[config.mk]
export PLATFORM = sky130hd
export DESIGN_NAME = hnoc_leaf_router
export DESIGN_NICKNAME = d
export VERILOG_FILES = /design/src/rtl/hnoc_leaf_router.sv
export SDC_FILE = /design/constraint.sdc
export NUM_CORES = 2
export LEC_CHECK = 0
export CAP_MARGIN = 20
export CORE_MARGIN = 10
export CORE_UTILIZATION = 50
export DETAILED_ROUTE_END_ITERATION = 7
export PLACE_DENSITY = 0.7
export SLEW_MARGIN = 15
export SYNTH_ARGS = -nofsm -noshare
export SYNTH_HDL_FRONTEND = slang
export SYNTH_SLANG_ARGS = --single-unit
[constraint.sdc]
create_clock -name i_clk -period 10.28 [get_ports i_clk]
set_input_delay 1.028 -clock i_clk [delete_from_list [all_inputs] [get_ports i_clk]]
set_output_delay 1.028 -clock i_clk [all_outputs]
set_load 0.01 [all_outputs]
[src/rtl/hnoc_leaf_router.sv]
// hnoc_leaf_router
//   Leaf router for the hierarchical NoC. It joins NUM_PE local PE ports and
//   one uplink port. Every input has a FIFO. Every output has a round-robin
//   arbiter and a single registered output stage.
//   Internal port index p: 0..NUM_PE-1 are the PEs, NUM_PE is the uplink.
//
// Ports
//   i_clk, i_reset                     clock, async active-high reset
//   i_pe_data/_valid, o_pe_data_ready  PE ingress (port k at [k*DataWidth +: DataWidth])
//   o_pe_data/_valid, i_pe_data_ready  PE egress, same packing
//   i_up_data/_valid, o_up_data_ready  uplink ingress
//   o_up_data/_valid, i_up_data_ready  uplink egress
//   o_drop_count                       saturating count of misrouted uplink flits
module hnoc_leaf_router #(
    parameter int DataWidth = 36,
    parameter int AddrWidth = 4,
    parameter int NUM_PE    = 4,
    parameter int LocalBase = 0,
    parameter int FifoDepth = 4
) (
    input  logic                        i_clk,
    input  logic                        i_reset,
    input  logic [NUM_PE*DataWidth-1:0] i_pe_data,
    input  logic [NUM_PE-1:0]           i_pe_data_valid,
    output logic [NUM_PE-1:0]           o_pe_data_ready,
    output logic [NUM_PE*DataWidth-1:0] o_pe_data,
    output logic [NUM_PE-1:0]           o_pe_data_valid,
    input  logic [NUM_PE-1:0]           i_pe_data_ready,
    input  logic [DataWidth-1:0]        i_up_data,
    input  logic                        i_up_data_valid,
    output logic                        o_up_data_ready,
    output logic [DataWidth-1:0]        o_up_data,
    output logic                        o_up_data_valid,
    input  logic                        i_up_data_ready,
    output logic [7:0]                  o_drop_count
);
    localparam int NP  = NUM_PE + 1;
    localparam int PW  = $clog2(NP);
    localparam int FAW = $clog2(FifoDepth);
    localparam int CW  = FAW + 1;

    // The uplink takes the top slot of every port vector.
    logic [NP-1:0][DataWidth-1:0] in_data, head, out_data_q;
    logic [NP-1:0]                in_valid, in_ready, out_ready, out_valid_q;

    assign in_data   = {i_up_data, i_pe_data};
    assign in_valid  = {i_up_data_valid, i_pe_data_valid};
    assign out_ready = {i_up_data_ready, i_pe_data_ready};
    assign {o_up_data_ready, o_pe_data_ready} = in_ready;
    assign {o_up_data, o_pe_data}             = out_data_q;
    assign {o_up_data_valid, o_pe_data_valid} = out_valid_q;

    // ---------------------------------------------------------------- FIFOs
    logic [DataWidth-1:0]   mem_q [NP][FifoDepth];
    logic [NP-1:0][FAW-1:0] wr_ptr_q, rd_ptr_q;
    logic [NP-1:0][CW-1:0]  cnt_q;
    logic [NP-1:0]          push, pop, not_empty;
    logic [7:0]             drop_cnt_q;

    assign o_drop_count = drop_cnt_q;

    // Ready comes from FIFO occupancy only. It is forced low while reset is held.
    always_comb begin
        for (int i = 0; i < NP; i++) begin
            not_empty[i] = (cnt_q[i] != '0);
            in_ready[i]  = (cnt_q[i] != CW'(FifoDepth)) && !i_reset;
            push[i]      = in_valid[i] && in_ready[i];
            head[i]      = mem_q[i][rd_ptr_q[i]];
        end
    end

    // --------------------------------------------------------- route decode
    logic [NP-1:0][PW-1:0] dest;
    logic [NP-1:0]         routed, drop;

    always_comb begin
        int  d;
        logic is_local;
        d        = 0;
        is_local = 1'b0;
        dest     = '0;
        routed   = '0;
        drop     = '0;
        for (int i = 0; i < NP; i++) begin
            d         = int'(head[i][DataWidth-1 -: AddrWidth]);
            is_local  = (d >= LocalBase) && (d < LocalBase + NUM_PE);
            dest[i]   = is_local ? PW'(d - LocalBase) : PW'(NUM_PE);
            // A non-local address from a PE goes up the tree.
            // A non-local address from the uplink is a misroute and is discarded.
            routed[i] = not_empty[i] && (is_local || (i < NUM_PE));
            drop[i]   = not_empty[i] && !is_local && (i == NUM_PE);
        end
    end

    // ---------------------------------------------------- per-output arbiter
    // An output grants only when its stage can take a flit this cycle.
    // This keeps rr_ptr unchanged while the stage is stalled.
    logic [NP-1:0][PW-1:0] rr_ptr_q, gnt_idx;
    logic [NP-1:0]         gnt_any;
    logic [NP-1:0][NP-1:0] gnt;      // [output][input]

    always_comb begin
        int idx;
        idx     = 0;
        gnt     = '0;
        gnt_any = '0;
        gnt_idx = '0;
        for (int o = 0; o < NP; o++) begin
            if (!out_valid_q[o] || out_ready[o]) begin
                for (int k = 0; k < NP; k++) begin
                    idx = int'(rr_ptr_q[o]) + k;
                    if (idx >= NP) idx = idx - NP;
                    if (!gnt_any[o] && routed[idx] && (dest[idx] == PW'(o))) begin
                        gnt_any[o]     = 1'b1;
                        gnt_idx[o]     = PW'(idx);
                        gnt[o][idx]    = 1'b1;
                    end
                end
            end
        end
    end

    // Each head decodes to a single output, so at most one grant bit is set per input.
    always_comb begin
        pop = drop;
        for (int o = 0; o < NP; o++) pop = pop | gnt[o];
    end

    // ------------------------------------------------------------ registers
    always_ff @(posedge i_clk) begin
        for (int i = 0; i < NP; i++)
            if (push[i]) mem_q[i][wr_ptr_q[i]] <= in_data[i];
    end

    always_ff @(posedge i_clk or posedge i_reset) begin
        if (i_reset) begin
            wr_ptr_q    <= '0;
            rd_ptr_q    <= '0;
            cnt_q       <= '0;
            rr_ptr_q    <= '0;
            out_valid_q <= '0;
            out_data_q  <= '0;
            drop_cnt_q  <= '0;
        end else begin
            for (int i = 0; i < NP; i++) begin
                if (push[i]) wr_ptr_q[i] <= wr_ptr_q[i] + FAW'(1);
                if (pop[i])  rd_ptr_q[i] <= rd_ptr_q[i] + FAW'(1);
                cnt_q[i] <= cnt_q[i] + CW'(push[i]) - CW'(pop[i]);
            end
            for (int o = 0; o < NP; o++) begin
                if (gnt_any[o]) begin
                    out_valid_q[o] <= 1'b1;
                    out_data_q[o]  <= head[gnt_idx[o]];
                    rr_ptr_q[o]    <= (gnt_idx[o] == PW'(NUM_PE)) ? '0 : gnt_idx[o] + PW'(1);
                end else if (out_ready[o]) begin
                    out_valid_q[o] <= 1'b0;
                end
            end
            if (drop[NUM_PE] && (drop_cnt_q != 8'hFF)) drop_cnt_q <= drop_cnt_q + 8'd1;
        end
    end

endmodule

* After elaboration in Yosys (flattened, before gate mapping)
Memory sizes are Yosys's and may differ from the RTL's.
Index checks and enable logic that the tools add are counted.
** Word-level totals
- Flip-flop bits (word level) :: 243
- Memory bits (writable) :: 720
- Input bits :: 192
- Output and inout port bits :: 198
- Word-level logic and storage cells :: 849
- Memories kept :: 1
** Memories
- mem_q :: words 5, width 144, rd ports 5, clocked after Yosys merged registers in 0, write ports 5, line 54 : logic [DataWidth-1:0] mem_q [NP][FifoDepth];
** Operators by class
- $add $sub $neg :: 71
- Magnitude comparators :: 100
- Eq/ne operators :: 31
- Mux-type cells :: 445
- Bitwise gates (word level) :: 35
- Reductions and logical operators :: 135
** Operators with widths (number)
- 32-bit two-way mux :: 50
- 32-bit by 1-bit >= comparator with 1-bit output, second input constant :: 25
- 32-bit by 5-bit < comparator with 1-bit output, second input constant :: 25
- 144-bit two-way mux :: 5
- 36-bit two-way mux :: 20
- 36-bit binary-select mux with 3-bit select :: 5
- 36-bit binary-select mux with 2-bit select :: 5
- 36-bit demux with 2-bit select :: 5
- 3-bit two-way mux :: 90
- 5-bit two-way mux :: 50
- 3-bit binary-select mux with 3-bit select :: 25
- 1-bit two-way mux :: 140
- 5-bit OR :: 25
- 4-bit by 3-bit subtractor with 5-bit output, second input constant :: 20
- 1-bit logical AND :: 88
- 4-bit by 3-bit >= comparator with 1-bit output, second input constant :: 20
- 1-bit binary-select mux with 3-bit select :: 25
- 1-bit demux with 3-bit select :: 25
- 3-bit >= comparator, second input constant :: 15
- 3-bit by 2-bit adder with 4-bit output, second input constant :: 10
- 3-bit by 2-bit equality test with 1-bit output, second input constant :: 10
- 3-bit equality test, second input constant :: 10
- 2-bit NOT with 3-bit output :: 10
- 1-bit logical NOT :: 27
- 18 further kinds :: 87

* Depth between registers and ports, before layout
- Depth after elaboration :: 39
- Mapped depth :: 26
- Gate-level depth less buffers :: 21

* Least setup slack after synthesis
Ideal clock, no wire load.
- Path kind :: register to register
- From :: register rr_ptr_q[12] in the netlist's numbering
- To :: register cnt_q[2] in the netlist's numbering
- Library setup time :: 0.126 ns
- Arrival :: 5.411 ns
- Data required time :: 10.154 ns
- Setup slack :: 4.743 ns
- Stages on the path, launching flop included :: 25
- Buffers on the path :: 3
- Clock period less this slack :: 5.537 ns
- Path through :: dfrtp_1 -> clkbuf_1 -> inv_1 -> buf_1 -> ha_1 -> inv_1 -> ha_1 -> a21oi_1 -> mux2i_1 -> a21oi_1 -> a211oi_1 -> or2_2 -> clkbuf_1 -> nor4b_2 -> and3_1 -> a211o_1 -> a221o_1 -> or3_4 -> ha_1 -> inv_1 -> ha_1 -> inv_1 -> fa_1 -> xnor2_1 -> xnor2_1
** Between the ends
- Cells in the longest elaborated chain, start to end :: 32
- Elaborated cells on any way between the ends :: 121
- Classes of those cells :: add/sub: 10; order compare: 15; eq/ne: 5; mux: 68; bitwise: 5; reduce/logical: 18
** Ends and longest elaborated chain
- start: declaration :: line 98 : logic [NP-1:0][PW-1:0] rr_ptr_q, gnt_idx;
- start signal: indexed assignment :: line 154 : rr_ptr_q[o] <= (gnt_idx[o] == PW'(NUM_PE)) ? '0 : gnt_idx[o] + PW'(1);
- parallel branches: the longest is 28 deep, another holds 32-bit by 1-bit >= comparator with 1-bit output
- 5-bit two-way mux (*) :: line 113 : if (!gnt_any[o] && routed[idx] && (dest[idx] == PW'(o))) begin
- 5-bit two-way mux (*) :: line 109 : if (!out_valid_q[o] || out_ready[o]) begin
- 5-bit OR (*) :: line 126 : for (int o = 0; o < NP; o++) pop = pop | gnt[o];
- 3-bit by 1-bit subtractor with 3-bit output (*) :: line 148 : cnt_q[i] <= cnt_q[i] + CW'(push[i]) - CW'(pop[i]);
- end signal: indexed assignment :: line 148
- end: declaration :: line 56 : logic [NP-1:0][CW-1:0] cnt_q;
Every way passes the cells marked *. The select of a mux whose other input is x is not followed.
A chain may end at the register's enable or synchronous reset.

* Worst setup path after layout
- From :: register rr_ptr_q[10] in the netlist's numbering
- To :: register cnt_q[8] in the netlist's numbering
** Between the ends
- Cells in the longest elaborated chain, start to end :: 33
- Elaborated cells on any way between the ends :: 122
- Classes of those cells :: add/sub: 10; order compare: 15; eq/ne: 5; mux: 68; bitwise: 6; reduce/logical: 18
** Ends and longest elaborated chain
- parallel branches: the longest is 28 deep, another holds 32-bit by 1-bit >= comparator with 1-bit output
- 5-bit two-way mux (*) :: line 113
- 5-bit two-way mux (*) :: line 109
- 5-bit OR (*) (2 in series) :: line 126
- via pop[2] :: line 57 : logic [NP-1:0] push, pop, not_empty;
- 3-bit by 1-bit subtractor with 3-bit output (*) :: line 148
Mark *: on every way through the listed nets, which the timed path passes. The select of a mux whose other input is x is not followed.

==> impl_metrics.toml <==
[yosys]
synth.avg_cell_area_um2 = 13.1
synth_top_area_frac = 0.430
ys_ff_latch = 963
syn-num-nets = 4156
synth_area_leaders = "edfxtp_1, dfrtp_1, mux4_2"
ys_seq_area_frac = 0.550
synth_edf_count = 720
yosysWarnings = 0
yosys.area.top_type = "edfxtp_1"
synth_cells = 3848
ys_types = 119
ys.flop_type = "edfxtp_1"
ys_async_sr_fraction = 0.252
synth_area_um2 = 50300

[drt]
drc = 0
wl_per_cell_um = 31.8
drt_pre_antenna_iters = 6
dr_total_vias = 37100
wl_mm = 176
first_iter_violations = 4333
ant_nets = 0
via_per_inst = 6.70

[die]
initial_utilization = 0.503
die_x_um = 337
die_y_um = 337
core_um2 = 100000
die-area_um2 = 114000
core.rowCount = 116
ios = 390

[clocking]
cts_root_buf = "clkbuf_16"
cts_tree = "done"
post_cts_buffers = 0
ctsLongestPathBuffers = 3
cts_sinks = 963
ctsHtreeMaxLevel = 3
hold_buffers = 0
numCtsBuffers = 101
clock_latency_ns = 0.71
cts_repair_resize_count = 0
clk_pin_slew_ns = 0.06

[global_routing]
grt_pass1_wl_mm = 255
grt.overflow.total = 0
antenna_found_initial = 10
grt_pass1_vias = 35900
grt_start_max_net_pins = 130
track_usage = 0.304

[timing]
tightest_slew_ns = 1.07
rsz0062_at_grt = "false"
hold_violations = 0
relSlewSlack = 0.275
finClkSkew_ns = 0.0310
max_freq_ghz = 0.143
setup_viol = 0
drv_slew = 0
timing.final.crit_period_ns = 6.98
finalSetupTns_ns = 0
fin_crit_sh = 0.679

[worst_setup_path]
critPathMaxStageDelay_ns = 0.94
ff2ff_setup_slack_ns = 3.30
crit_path_end_kind = "register"
cp.arrival_ns = 7.57
critPathKind = "reg -> reg"
cp-startpoint = "rr_ptr_q[10]$_DFFE_PP0P_"
cp_slowest_cell = "ha_1"
crit_fanout = 21
path_cells = "inv_1 > ha_1 > inv_1 > nor2_1 > a22oi_1 > a311oi_1 > or2_0 > o211ai_4 > nor2_2 > nand4_1 > a21oi_1 > or2_2 > ha_1 > inv_1 > ha_1 > inv_1 > fa_1 > xnor2_1 > xnor2_1"
crit_top_cell = "inv_1"
crit_buf_inv = 4
cp_data_required_time_ns = 10.88
timing.rr.end = "cnt_q[8]$_DFF_PP0_"
r2r.worst_path.cells = 19
r2r_start = "rr_ptr_q[10]$_DFFE_PP0P_"
cp-start-kind = "register"
critPathTopFamily = "simple AND/OR/NAND/NOR gates"

[final_layout]
syn2layout_area_growth_pct = 16.8
multiInputGateArea_um2 = 21300
fin_nets = 4450
fin_area_um2 = 58800
drive_gt1_frac = 0.124
num-fill-cells = 7925
register_area_um2 = 27700
finish.utilization = 0.588

[placement]
portBuffers = 389
hpwlAfterDp_mm = 124
dpl_cell_area_um2 = 55300
place_congestion = 1.01

[status]
outcome = "completed"

[min_path]
hold_path_end = "o_pe_data[140]$_DFFE_PP0P_"
min_path_type = "reg -> reg"
whs_path_depth = 1
hp-start = "o_pe_data[140]$_DFFE_PP0P_"

[run]
drv_cap = 0
-- Yosys cell counts (17+ instances only) --
cell        n
edfxtp_1  720
mux2i_1   290
dfrtp_1   243
nor2_1    242
mux4_2    184
nand2_1   162
clkbuf_1  153
a21oi_1   125
ha_1      106
o21ai_0   106
a211oi_1   99
o22ai_1    90
inv_1      83
a22oi_1    81
nor3_1     79
o221ai_1   69
nor2b_1    61
and2_1     54
buf_2      54
nand3_1    50
nand2b_1   42
and3_1     39
o211ai_1   38
xnor2_1    37
or3_1      36
o221a_1    32
nor4_1     31
o21ai_1    30
o22a_1     30
a21o_1     25
o31ai_1    25
a31oi_1    24
mux2_2     24
nand4_1    24
xor2_1     22
buf_4      21
buf_1      18
or2_2      17
or4_1      17
-- final cells by class --
cell class / count / share of cell area
clock inverter: 50 / 0.0110
sequential: 963 / 0.472
antenna: 4 / 0.000170
clock buffer: 142 / 0.0465
tap: 1298 / 0.0276
inverter: 90 / 0.00590
multi-input combinational: 2537 / 0.362
timing repair buffer: 449 / 0.0752
-- cell families (layout without fill, tap and decap cells) --
family                     Yosys count  after routing  synth area share
buffers and inverters              348            731            0.0306
and+or+nand+nor                    917            917            0.0947
other                                0              4                 0
adders and majority gates          116            116            0.0303
DFF                                963            963             0.550
xor gates and xnor gates            59             59            0.0103
AOI/OAI and AO/OA                  947            947             0.138
muxes                              498            498             0.145
-- flip-flops by register name, indices dropped and copies added, names as in the netlist --
name	cells
mem_q	720
o_pe_data	144
o_up_data	36
cnt_q	15
rr_ptr_q	15
rd_ptr_q	10
wr_ptr_q	10
o_drop_count	8
out_valid_q	5
-- routing by layer --
layer | global-route usage | part of all wire | up-vias | wire, um
li1 | - | - | 15900 | -
met1 | 0.390 | 0.38 | 18600 | 66300
met2 | 0.467 | 0.45 | 2208 | 79800
met3 | 0.0844 | 0.11 | 434 | 18500
met4 | 0.166 | 0.062 | 16 | 11000
met5 | 0 | 0.00060 | - | 105
-- placed cells by master, fill, tap and decap left out, types with 30 or more instances in the layout --
master / instances
buf_4: 55
nor4_1: 30
o221a_1: 32
a211oi_1: 98
o21ai_0: 106
nand3_1: 50
nand2_1: 161
nand2b_1: 41
nor2b_1: 61
nor3_1: 78
dfrtp_1: 233
o221ai_1: 69
and2_1: 54
mux4_2: 184
or3_1: 36
o22ai_1: 89
clkdlybuf4s50_1: 389
mux2i_1: 290
a21oi_1: 124
nor2_1: 240
edfxtp_1: 720
xnor2_1: 37
ha_1: 106
clkbuf_1: 36
clkbuf_16: 101
a22oi_1: 81
o22a_1: 30
o211ai_1: 38
inv_1: 82
-- worst max path at each step --
stage | to | slack (ns) | cells past startpoint
floorplan | cnt_q[0]$_DFF_PP0_ | 2.58 | 1
finish | cnt_q[8]$_DFF_PP0_ | 3.30 | 19
global route | cnt_q[8]$_DFF_PP0_ | 2.93 | 19
global placement | cnt_q[8]$_DFF_PP0_ | 3.75 | 19
CTS | cnt_q[8]$_DFF_PP0_ | 3.54 | 19
detailed placement | cnt_q[8]$_DFF_PP0_ | 3.61 | 19
-- metrics by stage --
step                      instances  hold slack, ns  worst slack (ns)
after floorplan                3848           0.504              2.58
after detailed placement       5334           0.454              3.61
after CTS                      5526           0.471              3.54
after global routing           5532           0.486              2.93
after global placement         5333           0.450              3.75
final                          5533           0.463              3.30
Power is left out: the tool's default activity adds up to more than one toggle a clock period on the data nets, which glitch-free logic cannot reach.
